### config.mk
export PLATFORM = sky130hd
export DESIGN_NAME = imem_loader
export DESIGN_NICKNAME = d
export VERILOG_FILES = /design/src/rtl/imem_loader.sv
export SDC_FILE = /design/constraint.sdc
export NUM_CORES = 1
export LEC_CHECK = 0
export CELL_PAD_IN_SITES_DETAIL_PLACEMENT = 1
export CELL_PAD_IN_SITES_GLOBAL_PLACEMENT = 1
export CORE_MARGIN = 1.5
export CORE_UTILIZATION = 42
export CTS_CLUSTER_SIZE = 16
export DETAILED_ROUTE_END_ITERATION = 10
export PLACE_DENSITY = 0.9
export SYNTH_ARGS = -nofsm -noshare
export SYNTH_HDL_FRONTEND = slang
export SYNTH_SLANG_ARGS = --single-unit
### constraint.sdc
create_clock -name clk -period 7.1 [get_ports clk]
set_clock_uncertainty 0.2 [all_clocks]
set_input_delay 0.71 -clock clk [delete_from_list [all_inputs] [get_ports clk]]
set_output_delay 0.71 -clock clk [all_outputs]
set_load 0.03 [all_outputs]
### src/rtl/imem_loader.sv
// imem_loader
//   Boot-time programmer for the writable instruction memory. A byte stream
//   arrives over a valid/ready handshake. The stream carries:
//     - a word-count header,
//     - the instruction words, little-endian,
//     - an XOR checksum byte.
//   The words are written to consecutive addresses starting at 0. The core is
//   held in reset until an image has been loaded and its checksum verified.
//
// Ports
//   clk        clock, rising-edge active
//   reset      synchronous, active-high reset
//   start      request a new load; honoured only in DONE and ERR
//   rx_valid   source presents a byte on rx_data
//   rx_data    stream byte
//   rx_ready   loader accepts a byte this cycle
//   we         instruction memory write enable (one pulse per word)
//   waddr      instruction memory write address
//   wdata      instruction memory write data
//   cpu_reset  holds the processor core in reset
//   done       image loaded and checksum verified
//   err        load aborted (bad header or checksum mismatch)

module imem_loader #(
  parameter int N  = 32,
  parameter int AW = 6
) (
  input  logic          clk,
  input  logic          reset,
  input  logic          start,
  input  logic          rx_valid,
  input  logic [7:0]    rx_data,
  output logic          rx_ready,
  output logic          we,
  output logic [AW-1:0] waddr,
  output logic [N-1:0]  wdata,
  output logic          cpu_reset,
  output logic          done,
  output logic          err
);

  localparam int              LANES     = N / 8;
  localparam int              BW        = (LANES > 1) ? $clog2(LANES) : 1;
  localparam logic [BW-1:0]   LAST_LANE = BW'(LANES - 1);
  localparam logic [31:0]     CAPACITY  = 32'd1 << AW;

  typedef enum logic [2:0] {HDR, DATA, WRITE, CHK, DONE, ERR} state_t;

  state_t        state;
  logic [AW:0]   count;
  logic [7:0]    csum;
  logic [BW-1:0] byte_idx;
  logic          accept;
  logic [31:0]   hdr_ext;
  logic          last_word;

  assign accept    = rx_valid && rx_ready;
  // Widened header byte so the capacity check also works when 2^AW > 255.
  assign hdr_ext   = {24'd0, rx_data};
  // count holds AW+1 bits, so count-1 still fits beside a zero-extended waddr.
  assign last_word = ({1'b0, waddr} == (count - 1'b1));

  // Main loader state machine. The assembled word register doubles as wdata,
  // so wdata and waddr are both registered and stable during the WRITE cycle.
  always_ff @(posedge clk) begin
    if (reset) begin
      state    <= HDR;
      count    <= '0;
      csum     <= '0;
      byte_idx <= '0;
      waddr    <= '0;
      wdata    <= '0;
    end else begin
      case (state)
        HDR: begin
          if (accept) begin
            if (hdr_ext == 32'd0 || hdr_ext > CAPACITY) begin
              state <= ERR;
            end else begin
              count    <= hdr_ext[AW:0];
              waddr    <= '0;
              byte_idx <= '0;
              csum     <= rx_data;
              state    <= DATA;
            end
          end
        end
        DATA: begin
          if (accept) begin
            wdata[{byte_idx, 3'b000} +: 8] <= rx_data;
            csum <= csum ^ rx_data;
            if (byte_idx == LAST_LANE) begin
              state <= WRITE;
            end else begin
              byte_idx <= byte_idx + 1'b1;
            end
          end
        end
        WRITE: begin
          byte_idx <= '0;
          if (last_word) begin
            state <= CHK;
          end else begin
            waddr <= waddr + 1'b1;
            state <= DATA;
          end
        end
        CHK: begin
          if (accept) begin
            state <= (rx_data == csum) ? DONE : ERR;
          end
        end
        DONE, ERR: begin
          if (start) begin
            state <= HDR;
          end
        end
        default: state <= HDR;
      endcase
    end
  end

  // Handshake and status outputs are pure decodes of the registered state.
  assign rx_ready  = (state == HDR) || (state == DATA) || (state == CHK);
  assign we        = (state == WRITE);
  assign done      = (state == DONE);
  assign err       = (state == ERR);
  assign cpu_reset = (state != DONE);

endmodule

After elaboration in Yosys (flattened, before gate mapping)
Index checks and enable logic that the tools add are counted.
Word-level totals
  input port bits: 12
  register bits after elaboration: 58
  output and inout bits: 43
  word-level logic and storage cells: 71
Cells by class
  shift operators: 2
  order comparisons: 1
  equal/unequal tests: 17
  reductions and logical operators: 16
  bitwise operators: 2
  mux-type cells: 23
  add/subtract/negate cells: 4
Operators with widths (count)
  bitwise mux 32 bit: 1
  logical NOT 32 bit: 1
  variable shift 8 x 7 -> 32 bit, first input constant: 1
  indexed part select 8 x 7 -> 32 bit: 1
  2-to-1 mux 8 bit: 3
  2-to-1 mux 3 bit: 6
  2-to-1 mux 6 bit: 3
  inequality test 2 bit, second input constant: 8
  case mux 8 bit (2 select lines): 1
  case mux 3 bit (5 select lines): 1
  case mux 6 bit (2 select lines): 1
  2-to-1 mux 2 bit: 5
  AND reduction 5 bit: 2
  == test 8 bit: 1
  > comparator 8 x 7 -> 1 bit, second input constant: 1
  AND reduction 4 bit: 2
  bitwise XOR 8 bit: 1
  == test 6 x 7 -> 1 bit: 1
  negator 5 -> 7 bit: 1
  subtractor 7 x 1 -> 7 bit, second input constant: 1
  adder 6 x 1 -> 6 bit, second input constant: 1
  == test 3 x 2 -> 1 bit, second input constant: 2
  == test 3 bit, second input constant: 2
  case mux 2 bit (3 select lines): 1
  14 further kinds: 17

Depth between registers and ports, before layout
  depth after elaboration: 6
  depth in mapped cells: 8
  gate-level depth less buffers: 7

Least setup slack after synthesis
OpenSTA, ideal clock, no wires.
  path kind: input port to flip-flop
  start point: input port rx_data[0]
  end point: register count[3]
  arrival time: 2217 ps
  data required time: 6772 ps
  setup slack: 4556 ps
  stages: 8
  setup time: 128 ps
  buffers on the path: 3
  cell sequence: buf_6 or4_4 o31ai_2 and4_1 buf_6 buf_12 mux2i_1 nor2_1
Between the ends
  longest elaborated chain between the ends: 4
RTL lines
  from (decl): line 32  | input logic [7:0] rx_data,
  > comparator 8 x 7 -> 1 bit / logical NOT 32 bit (equally long branches): line 77  | if (hdr_ext == 32'd0 || hdr_ext > CAPACITY) begin
  logical OR 1 bit *: line 77
  NOT 1 bit (no line) *
  AND reduction 3 bit (no line) *
  to (signal assigned): line 80  | count <= hdr_ext[AW:0];
  to (decl): line 50  | logic [AW:0] count;
Every way passes the cells marked *; elsewhere a longest branch is shown, timed or not.
A chain may end at the register's enable or synchronous reset.

Worst setup path after layout
  start point: register state[1]
  end point: output port we
Between the ends
  longest elaborated chain between the ends: 1
RTL lines
  from (decl): line 49  | state_t state;
  from (signal assigned): line 110  | state <= (rx_data == csum) ? DONE : ERR;
  == test 3 x 2 -> 1 bit: line 125  | assign we = (state == WRITE);
  to (decl): line 34  | output logic we,
Every way passes these cells.

==> summary.md <==
| Metric | Value |
|---|---|
| Status | completed |
| R2R cell count | 5 |
| Multi-input logic area | 0.00169 mm^2 |
| CTS root buf | clkbuf_8 |
| PwrDens | 303 mW/mm^2 |
| CTS clock-pin slew for the worst setup and hold paths | 0.08 ns |
| Post-Place Setup Slack | 3.59 ns |
| Synth Area in XOR/XNOR | 4.31% |
| Syn avg cell area | 8.09 um^2 |
| Via count | 2982 |
| Placed cell areas | 0.00357 mm^2 |
| Final core utilization | 54.9% |
| Vias in the first global route | 3188 |
| # resized after CTS | 0 |
| CP arrival | 2.51 ns |
| Worst Setup Start Kind | register |
| Final instance area | 0.00379 mm^2 |
| Initial DRC Count | 154 |
| Vias/cell | 5.78 |
| Hold Path Origin | wdata[16]$_SDFFE_PP0P_ |
| Maximum clock rate | 292 MHz |
| Die width | 88.2 um |
| I/O pin count | 55 |
| Clk_lat worst skew | 0.35 ns |
| Startpoint of the worst register-to-register path | state[0]$_SDFFE_PP0P_ |
| Postcts setup bufs | 0 |
| TritonCTS Buffers | 9 |
| Std-Cell Rows | 30 |
| Antenna violations before repair | 0 |
| Fillers | 873 |
| Final Hold Fails | 0 |
| Final net count | 435 |
| Fraction of layout cells with a size suffix above 1 | 5.71% |
| Peak ir drop on the vdd network | 0.000155 V |
| CTS Sinks | 58 |
| Total track usage | 26.0% |
| Synthesis Warnings | 0 |
| Syn_nets | 397 |
| Die Height | 88.2 um |
| EDFF count, synth | 0 |
| Post-synthesis compound-gate area fraction | 16.9% |
| Largest family of logic cells by synthesized area | simple AND/OR/NAND/NOR gates |
| Area growth syn-to-layout | 24.3% |
| Unique masters post-synth | 45 |
| Post-Synth Adder-Cell Area | 3.28% |
| Syn Inst Count | 377 |
| Worst-Margin Slew | 1.29 ns |
| Inst Count DP | 500 |
| Dpl hpwl | 6.22 mm |
| Pin count of the biggest net entering global routing | 54 |
| CP Max Fanout | 12 |
| P_leak | 1.25 nW |
| Deepest clock path buffer count | 2 |
| H-tree depth | 3 |
| Synth Register Bits | 58 |
| RSZ-0062 raised after global routing | false |
| Core footprint | 0.00691 mm^2 |
| R2R Setup Slk | 4.24 ns |
| Drt wl/cell | 18.4 um |
| Nature of the critical path endpoint | output pin |
| CTS tree | done |
| Seq. cell area | 0.00116 mm^2 |
| CP required | 6.19 ns |
| Final period util | 48.2% |
| Critical R2R Capture | wdata[20]$_SDFFE_PP0P_ |
| Final setup violation count | 0 |
| Max-Cap Viols | 0 |
| Critical path type | reg2out |
| Worst Hold Path EP | wdata[16]$_SDFFE_PP0P_ |
| Remaining DRCs | 0 |
| Port buffer count | 54 |
| Post-layout worst setup margin | 3.68 ns |
| Die Footprint | 0.00778 mm^2 |
| Initial core utilization | 44.2% |
| Post-synthesis mux area share | 3.94% |
| Simple logic cell fraction of the synthesized area | 27.0% |
| Global placer's final weighted congestion | 0.820 |
| Hold crit path type | reg2reg |
| Main synth FF type | dfxtp_1 |
| 1st-pass router iterations | 4 |
| N_diodes | 0 |
| First-pass GRT wire length | 15.6 mm |
| Max-slew violation count | 0 |
| Min Tclk post-route | 3.42 ns |
| Seq/Total Area, Yosys | 38.1% |
| Asr flop ratio synth | 0% |
| Hold_buf cts | 0 |
| Synthesized cell area | 0.00305 mm^2 |
| Post-route setup TNS | 0 ns |
| Post-route ant nets | 0 |
| Hold Path Depth | 2 |
| Routed wire length | 9.52 mm |
| Remaining Overflow, GRT | 0 |
| Max-Slew Margin vs Limit | 13.2% |
| Non-Filler Instances | 516 |
-- metal layers --
layer | part of all wire (%) | wire length (um) | global-route usage (%)
met2 | 49 | 4680 | 44.6
met1 | 44 | 4170 | 32.1
met5 | 0 | 0 | 0
met3 | 5.2 | 494 | 5.60
met4 | 1.8 | 176 | 9.94
-- flip-flops by register name (all words and copies together) (netlist names) --
signal	flops
state	3
waddr	6
count	7
byte_idx	2
csum	8
wdata	32
-- worst max path at each step --
stage	from	endpoint	slack, ns
after floorplan	rx_data[0]	count[3]$_SDFFE_PP0P_	4.56
after global placement	rx_data[1]	count[6]$_SDFFE_PP0P_	3.72
after detailed placement	rx_data[1]	count[5]$_SDFFE_PP0P_	3.59
after CTS	state[1]$_SDFFE_PP0P_	we	3.72
after global routing	state[1]$_SDFFE_PP0P_	we	3.55
final	state[1]$_SDFFE_PP0P_	we	3.68
-- through the flow --
stage	hold WS, ns	power, mW
2_1_floorplan	0.264	0.689
3_3_place_gp	0.242	0.775
3_5_place_dp	0.246	0.793
4_1_cts	0.261	1.15
5_1_grt	0.270	1.20
6_report	0.254	1.15
-- power by group --
group / total [mW] / internal [mW] / switching, mW
clock network: 0.352 / 0.200 / 0.152
logic: 0.383 / 0.143 / 0.241
registers: 0.413 / 0.360 / 0.0533
-- cell usage after synthesis (all sizes together), types with 9 or more instances --
library cell	count	area share (%)
dfxtp	58	38
mux2i	12	3.9
nand3	41	6.7
nor2	22	2.7
nand2	52	6.4
xnor2	12	3.4
buf	14	3.3
clkbuf	14	1.7
o31ai	9	2.5
a21oi	42	6.9
inv	12	1.5
-- worst max-delay path, cell delays in order, from the launching register on --
cell and delay [ns]:
dfxtp_1 0.55, inv_1 0.16, nor3_1 0.64, clkdlybuf4s50_1 0.80
-- cell families (layout without fill, tap and decap cells) --
group / after synthesis / in the layout
xor gates and xnor gates: 15 / 15
AOI/OAI and AO/OA: 81 / 81
DFF: 58 / 58
adders and majority gates: 8 / 8
buffers and inverters: 40 / 83
muxes: 12 / 12
and+or+nand+nor: 163 / 163
-- area by class of cell --
type,count,area share (%)
Multi-Input combinational cell,279,44.6
Sequential cell,58,30.6
Timing Repair Buffer,55,14.5
Clock buffer,9,3.27
Tap cell,96,3.17
Clock inverter,7,2.71
Inverter,12,1.19
-- layout by cell type (no fill, tap or decap), drive strengths merged, types with 9 or more instances in the layout --
cell type,count
mux2i,12
clkdlybuf4s50,54
clkbuf,9
a21oi,42
nor2,22
o31ai,9
nand3,41
nand2,52
dfxtp,58
xnor2,12
inv,13
(Power assumes the default switching activity.)
